==> src/rtl/uart_master_tx_if.sv <==
// rtl/uart_master_tx_if.sv - Request/serial-line bundle between a UART TX client and the transmitter.
interface uart_master_tx_if #(
  parameter int DATA_W = 8
);
  logic              en_tx;
  logic [DATA_W-1:0] data;
  logic              u_tx;
  logic              u_tx_busy;
  logic              u_tx_done;

  modport master (
    output en_tx,
    output data,
    input  u_tx,
    input  u_tx_busy,
    input  u_tx_done
  );

  modport slave (
    input  en_tx,
    input  data,
    output u_tx,
    output u_tx_busy,
    output u_tx_done
  );
endinterface

==> src/rtl/uart_master_tx.sv <==
// rtl/uart_master_tx.sv - UART transmitter: start bit, 8 data bits LSB first, stop bit.
// Define UART_TX_PARITY_EN to insert an even-parity bit after data bit 7 (11-bit frames).
module uart_master_tx #(
  parameter int CLKS_PER_BIT = 16,
  parameter int DATA_W       = 8
) (
  input  logic           clk,
  input  logic           rst,
  uart_master_tx_if.slave bus
);

  localparam int CNT_W = (CLKS_PER_BIT > 1) ? $clog2(CLKS_PER_BIT) : 1;
  localparam int IDX_W = $clog2(DATA_W);
  localparam logic [CNT_W-1:0] CNT_LAST = CNT_W'(CLKS_PER_BIT - 1);
  localparam logic [IDX_W-1:0] IDX_LAST = IDX_W'(DATA_W - 1);

  typedef enum logic [2:0] {
    IDLE   = 3'd0,
    START  = 3'd1,
    DATA   = 3'd2,
`ifdef UART_TX_PARITY_EN
    PARITY = 3'd3,
`endif
    STOP   = 3'd4
  } state_t;

  state_t            state, state_n;
  logic [CNT_W-1:0]  clk_cnt, clk_cnt_n;
  logic [IDX_W-1:0]  bit_idx, bit_idx_n;
  logic [DATA_W-1:0] shreg, shreg_n;
  logic              tx_q, tx_n;
  logic              busy_q, busy_n;
  logic              done_q, done_n;
  logic              bit_end;

  assign bit_end       = (clk_cnt == CNT_LAST);
  assign bus.u_tx      = tx_q;
  assign bus.u_tx_busy = busy_q;
  assign bus.u_tx_done = done_q;

  // Outputs are registered; the async reset forces the line idle at once.
  always_ff @(posedge clk or posedge rst) begin
    if (rst) begin
      state   <= IDLE;
      clk_cnt <= '0;
      bit_idx <= '0;
      shreg   <= '0;
      tx_q    <= 1'b1;
      busy_q  <= 1'b0;
      done_q  <= 1'b0;
    end else begin
      state   <= state_n;
      clk_cnt <= clk_cnt_n;
      bit_idx <= bit_idx_n;
      shreg   <= shreg_n;
      tx_q    <= tx_n;
      busy_q  <= busy_n;
      done_q  <= done_n;
    end
  end

  always_comb begin
    state_n   = state;
    clk_cnt_n = clk_cnt;
    bit_idx_n = bit_idx;
    shreg_n   = shreg;
    tx_n      = tx_q;
    busy_n    = busy_q;
    done_n    = 1'b0;

    if (state != IDLE) begin
      clk_cnt_n = bit_end ? '0 : clk_cnt + CNT_W'(1);
    end

    case (state)
      IDLE: begin
        tx_n      = 1'b1;
        busy_n    = 1'b0;
        clk_cnt_n = '0;
        if (bus.en_tx) begin
          state_n = START;
          shreg_n = bus.data;
          tx_n    = 1'b0;
          busy_n  = 1'b1;
        end
      end

      START: begin
        if (bit_end) begin
          state_n   = DATA;
          bit_idx_n = '0;
          tx_n      = shreg[0];
        end
      end

      DATA: begin
        if (bit_end) begin
          if (bit_idx == IDX_LAST) begin
`ifdef UART_TX_PARITY_EN
            state_n = PARITY;
            tx_n    = ^shreg;
`else
            state_n = STOP;
            tx_n    = 1'b1;
`endif
          end else begin
            bit_idx_n = bit_idx + IDX_W'(1);
            tx_n      = shreg[bit_idx_n];
          end
        end
      end

`ifdef UART_TX_PARITY_EN
      PARITY: begin
        if (bit_end) begin
          state_n = STOP;
          tx_n    = 1'b1;
        end
      end
`endif

      STOP: begin
        // Busy drops and done pulses together so a request in the done cycle is taken next edge.
        if (bit_end) begin
          state_n = IDLE;
          tx_n    = 1'b1;
          busy_n  = 1'b0;
          done_n  = 1'b1;
        end
      end

      default: begin
        state_n = IDLE;
        tx_n    = 1'b1;
        busy_n  = 1'b0;
      end
    endcase
  end

endmodule

==> src/flat_wrapper.sv <==
// flat-port wrapper written by rule: the top's interface ports become plain ports
module uart_master_tx_flat 
#(
  parameter int CLKS_PER_BIT = 16,
  parameter int DATA_W       = 8
)
  (clk, rst, bus_en_tx, bus_data, bus_u_tx, bus_u_tx_busy, bus_u_tx_done);
  uart_master_tx_if #(.DATA_W(DATA_W)) bus_i ();
  input  logic clk;
  input  logic rst;
  input wire logic [$bits(bus_i.en_tx)-1:0] bus_en_tx;
  input wire logic [$bits(bus_i.data)-1:0] bus_data;
  output wire logic [$bits(bus_i.u_tx)-1:0] bus_u_tx;
  output wire logic [$bits(bus_i.u_tx_busy)-1:0] bus_u_tx_busy;
  output wire logic [$bits(bus_i.u_tx_done)-1:0] bus_u_tx_done;
  assign bus_i.en_tx = bus_en_tx;
  assign bus_i.data = bus_data;
  assign bus_u_tx = bus_i.u_tx;
  assign bus_u_tx_busy = bus_i.u_tx_busy;
  assign bus_u_tx_done = bus_i.u_tx_done;
  uart_master_tx #(.CLKS_PER_BIT(CLKS_PER_BIT), .DATA_W(DATA_W)) u_core (.clk(clk), .rst(rst), .bus(bus_i));
endmodule
==> config.mk <==
export PLATFORM = sky130hd
export DESIGN_NAME = uart_master_tx_flat
export DESIGN_NICKNAME = d
export VERILOG_FILES = /design/src/rtl/uart_master_tx_if.sv /design/src/rtl/uart_master_tx.sv /design/src/flat_wrapper.sv
export SDC_FILE = /design/constraint.sdc
export NUM_CORES = 1
export LEC_CHECK = 0
export CORE_ASPECT_RATIO = 0.75
export CORE_MARGIN = 5
export CORE_UTILIZATION = 54
export DETAILED_ROUTE_END_ITERATION = 10
export GPL_ROUTABILITY_DRIVEN = 0
export PLACE_DENSITY = 0.86
export REMOVE_ABC_BUFFERS = 1
export SLEW_MARGIN = 20
export SYNTH_ARGS = -nofsm -noshare
export SYNTH_HDL_FRONTEND = slang
export SYNTH_SLANG_ARGS = --single-unit
==> constraint.sdc <==
create_clock -name clk -period 1.99 [get_ports clk]
set_input_delay 0.597 -clock clk [delete_from_list [all_inputs] [get_ports clk]]
set_output_delay 0.597 -clock clk [all_outputs]
set_load 0.1 [all_outputs]
After elaboration in Yosys (flattened, before gate mapping)
Index checks and enable logic that the tools add are counted.
{"block": "word_totals", "output_inout_bits": 3, "register_bits": 21, "in_bits": 11, "elab_cells": 57}
{"block": "classes", "bitwise": 1, "n_lt_le_gt_ge": 1, "addsub": 2, "eq_ne": 11, "n_reduce_logical": 10, "muxes": 25}
{"operator": "two-way mux 3 bit", "count": 7}
{"operator": "two-way mux 4 bit", "count": 3}
{"operator": "case mux 3 bit (4 select lines)", "count": 1}
{"operator": "two-way mux 1 bit", "count": 10}
{"operator": "inequality test 2 x 1 -> 1 bit, second input constant", "count": 4}
{"operator": "== test 3 bit, second input constant", "count": 2}
{"operator": "case mux 3 bit (2 select lines)", "count": 1}
{"operator": "AND reduction 5 bit", "count": 1}
{"operator": "adder 4 x 1 -> 4 bit, second input constant", "count": 1}
{"operator": "== test 4 bit, second input constant", "count": 1}
{"operator": "less-than comparator 3 x 4 -> 1 bit, second input constant", "count": 1}
{"operator": "inequality test 2 bit, second input constant", "count": 2}
{"operator": "case mux 1 bit (4 select lines)", "count": 1}
{"operator": "AND reduction 2 bit", "count": 2}
{"operator": "AND reduction 4 bit", "count": 1}
{"operator": "nonzero test 2 bit", "count": 2}
{"operator": "adder 3 x 1 -> 3 bit, second input constant", "count": 1}
{"operator": "binary-select mux 1 bit (select 3 bit)", "count": 1}
{"operator": "== test 3 x 1 -> 1 bit, second input constant", "count": 1}
{"operator": "== test 3 x 2 -> 1 bit, second input constant", "count": 1}
{"operator": "logical NOT 3 bit", "count": 1}
{"operator": "case mux 1 bit (3 select lines)", "count": 1}
{"operator": "AND reduction 3 bit", "count": 1}
{"operator": "nonzero test 3 bit", "count": 1}
{"operator": "2 further kinds", "count": 2}

Longest topological paths before layout
{"block": "logic_depth", "word_depth": 6, "mapped_depth": 6, "mapped_depth_nobuf": 6}

Worst setup path after synthesis
No wires, ideal clock.
{"block": "synth_path", "kind": "flip-flop to flip-flop", "start": "reg u_core.bit_idx[0]", "end": "reg u_core.bit_idx[1]", "path_slack_ps": 284, "n_path_buf": 0, "period_less_slack_ps": 1706, "stages_incl_launch_ff": 7, "setup_ps": 128, "required_ps": 1862, "arrival_time_ps": 1578, "cell_sequence": "dfrtp_1 -> ha_1 -> ha_1 -> nor2_1 -> mux2i_1 -> nor3_2 -> mux2_1"}
{"block": "synth_between", "elab_chain_cells": 4, "word_cells_on_any_way": 7, "cone_classes": "add/sub: 1; eq/ne: 2; mux: 3; reduce/logical: 1"}
{"element": "from (decl)", "line_no": "uart_master_tx.sv:29", "text": "logic [IDX_W-1:0] bit_idx, bit_idx_n;"}
{"element": "from (signal assigned)", "line_no": "uart_master_tx.sv:54", "text": "bit_idx <= bit_idx_n;"}
{"element": "adder 3 x 1 -> 3 bit", "line_no": "uart_master_tx.sv:107", "text": "bit_idx_n = bit_idx + IDX_W'(1);"}
{"element": "two-way mux 3 bit", "line_no": "uart_master_tx.sv:98", "text": "if (bit_idx == IDX_LAST) begin"}
{"element": "two-way mux 3 bit", "line_no": "uart_master_tx.sv:97", "text": "if (bit_end) begin"}
{"element": "case mux 3 bit (2 select lines)", "line_no": "uart_master_tx.sv:75", "text": "case (state)"}
Parallel ways exist; a longest one is shown, timed or not. The select of a mux whose other input is x is not followed.
A chain may end at the register's enable or synchronous reset.

Worst setup path after layout
{"block": "layout_path", "start": "reg u_core.state[1]", "end": "reg u_core.shreg[1]"}
{"block": "layout_between", "elab_chain_cells": 2}
{"element": "from (decl)", "line_no": "uart_master_tx.sv:27", "text": "state_t state, state_n;"}
{"element": "from (signal assigned)", "line_no": "uart_master_tx.sv:52", "text": "state <= state_n;"}
{"element": "logical NOT 3 bit", "line_no": "uart_master_tx.sv:75"}
{"element": "AND reduction 2 bit (no line)"}
{"element": "to (signal assigned)", "line_no": "uart_master_tx.sv:55", "text": "shreg <= shreg_n;"}
{"element": "to (decl)", "line_no": "uart_master_tx.sv:30", "text": "logic [DATA_W-1:0] shreg, shreg_n;"}
Every way passes these cells.

==> impl_metrics.csv <==
group,metric,value,unit
status,outcome,"finished, final reports clean",
yosys,synth_seq_cells,21,
floorplan,core,2010,um2
sta,max_freq,0.595,GHz
yosys,avgSynthCellArea,12.0,um2
setup_path,rr_startpoint,"u_core.state[1]",
min_path,hold_start,"u_core.clk_cnt[0]",
final_layout,n_antenna_cell,0,
clock_tree,cts_buffer_depth,2,
floorplan,die_w,63.1,um
drt,m1WireLength,975,um
drt,wl,2.34,mm
min_path,min_path_type,"reg2reg",
setup_path,crit_start,"u_core.state[1]",
clock_tree,clk_latency,310,ps
final_layout,ff_latch_area,527,um2
drt,top_layer_used,"met4",
yosys,syn_inst,95,
final_layout,mostFrequentLayoutCells,"20 x dfrtp_1, 10 x clkdlybuf4s50_1, 8 x mux2_4, 7 x nand2_1",
sta,finalMaxSlewViolations,0,
setup_path,cp-start-kind,"flop",
clock_tree,htree_num_levels,1,
final_layout,area_delta_synth_final,18.5,%
clock_tree,postCtsHoldBufs,0,
drt,ant_nets,0,
floorplan,die_y,49.9,um
drt,drcViolationCount,0,
final_layout,drive_gt1_share,25.9,%
sta,holdWs,510,ps
sta,final.setup.tns,0,ps
sta,setup_viol,0,
global_routing,overflow,0,
drt,drt_iter0_drc,7,
clock_tree,cts_resized,0,
placement,portBuffers,13,
floorplan,die-area,3150,um2
sta,period_needed,1680,ps
floorplan,rows,14,
global_routing,grt_pass1_wl,4.12,mm
drt,vias,800,
final_layout,nFillCells,132,
setup_path,arrival,1890,ps
floorplan,initial_core_util,56.8,%
final_layout,multi_input_area,548,um2
sta,fin_crit_sh,84.5,%
power,ir_drop,1260,uV
yosys,yosysWarnings,0,
sta,rsz0062_at_grt,"false",
sta,slew_headroom,73.2,%
drt,wl_per_cell,17.2,um
power,power.total,1790,uW
sta,hold_viol,0,
drt,wl_met3,102,um
power,power_density,1320,nW/um2
clock_tree,cts_buffers,3,
clock_tree,post_cts_buffers,0,
sta,worst_pin_slew,400,ps
yosys,seq_area_frac_synth,46.1,%
yosys,synth_area,1140,um2
setup_path,critPathCaptureType,"flop",
final_layout,final_common_cell,"dfrtp_1",
drt,avgViaCountPerCell,5.88,
global_routing,antenna_found_initial,0,
setup_path,critPathRequiredTime,2200,ps
global_routing,grt_max_degree,22,
clock_tree,clock_sinks,21,
power,p_leak,0.000589,uW
global_routing,grt_pass1_vias,875,
setup_path,worstSetupPathType,"reg2reg",
floorplan,pin_count,14,
setup_path,crit_path_max_fanout,10,
final_layout,finalNetCount,127,
placement,dp_hpwl,1.75,mm
drt,firstDrtPassIters,4,
clock_tree,cts.clk_slew.worst_paths,120,ps
global_routing,grt_usage,16.7,%
yosys,synth_cell_type_count,37,
clock_tree,cts_tree,"yes",
run,cap_violations,0,
drt,met2WireLength,1.22,mm
clock_tree,root_buffer,"clkbuf_4",
sta,fin_skew,9.13,ps
final timing paths:
| path | endpoint | slack (ps) | cells after the start |
|---|---|---|---|
| max | u_core.shreg[1] | 310 | 3 |
| min in group asynchronous | u_core.clk_cnt[0] | 600 | 3 |
| min reg2reg | u_core.clk_cnt[0] | 510 | 1 |
| max reg2reg | u_core.shreg[1] | 310 | 3 |
| max in group asynchronous | u_core.bus.u_tx | 1110 | 3 |
| min | u_core.clk_cnt[0] | 510 | 1 |
stage by stage:
stage / worst slack [ps] / instance area, um2 / utilization, % / std cells
6_report: 309 / 1360 / 67.3 / 136
5_1_grt: 214 / 1360 / 67.3 / 136
4_1_cts: 299 / 1360 / 67.3 / 136
3_5_place_dp: 160 / 1330 / 65.8 / 132
3_3_place_gp: 204 / 1330 / 65.8 / 132
2_1_floorplan: 264 / 1090 / - / 89
cells by family after synthesis:
kind of cell	Yosys count	share of synthesized area, %
buf+inv	10	6.02
flops	21	46.1
compound gates	14	8.42
mux	16	18.7
simple gates	29	16.0
xor+xnor	2	1.53
fa+ha+maj	3	3.28
worst max-delay path: stages, from the launching register on:
cell     delay (ps)
dfrtp_1         520
nor3_2          430
and2_4          320
mux2_4          320
state kept, by name (all words and copies together) (netlist names):
register / count
u_core.bus.u_tx_done: 1
u_core.shreg: 8
u_core.state: 3
u_core.bit_idx: 3
u_core.bus.u_tx: 1
u_core.clk_cnt: 4
u_core.bus.u_tx_busy: 1
routing by layer:
| layer | vias up | global-route usage (%) |
|---|---|---|
| li1 | 376 | - |
| met1 | 398 | 19.7 |
| met2 | 18 | 28.7 |
| met3 | 8 | 5.23 |
| met4 | 0 | 5.65 |
| met5 | - | 0 |
power breakdown:
group          internal (uW)  switching [uW]  total (uW)
logic                    422             403         826
registers                591             163         754
clock network           76.8             135         212
synthesized netlist by cell type, drive strengths merged:
cell type	count	share of area [%]
a2111oi	1	1.3
a21oi	5	2.2
a41oi	1	0.77
and2	2	1.3
and2b	1	0.66
and3	1	0.55
buf	6	4.7
dfrtp	20	44
dfstp	1	2.3
ha	3	3.3
inv	4	1.3
mux2	9	11
mux2i	6	5.3
mux4	1	2.0
nand2	7	2.3
nand3	1	0.88
nand3b	3	2.0
nand4b	2	1.5
nor2	5	1.6
nor3	4	2.6
nor3b	2	1.8
nor4b	1	0.77
o211ai	1	0.66
o21ai	3	1.3
o21bai	1	0.66
o31ai	1	0.66
o32a	1	0.88
xnor2	1	0.77
xor2	1	0.77
layout make-up:
class / count / share of cell area, %
multi-input combinational: 64 / 40.4
sequential: 21 / 38.9
timing repair buffer: 19 / 15.1
tap: 24 / 2.22
clock buffer: 3 / 1.66
inverter: 4 / 1.11
clock inverter: 1 / 0.554
(Power assumes the default switching activity.)
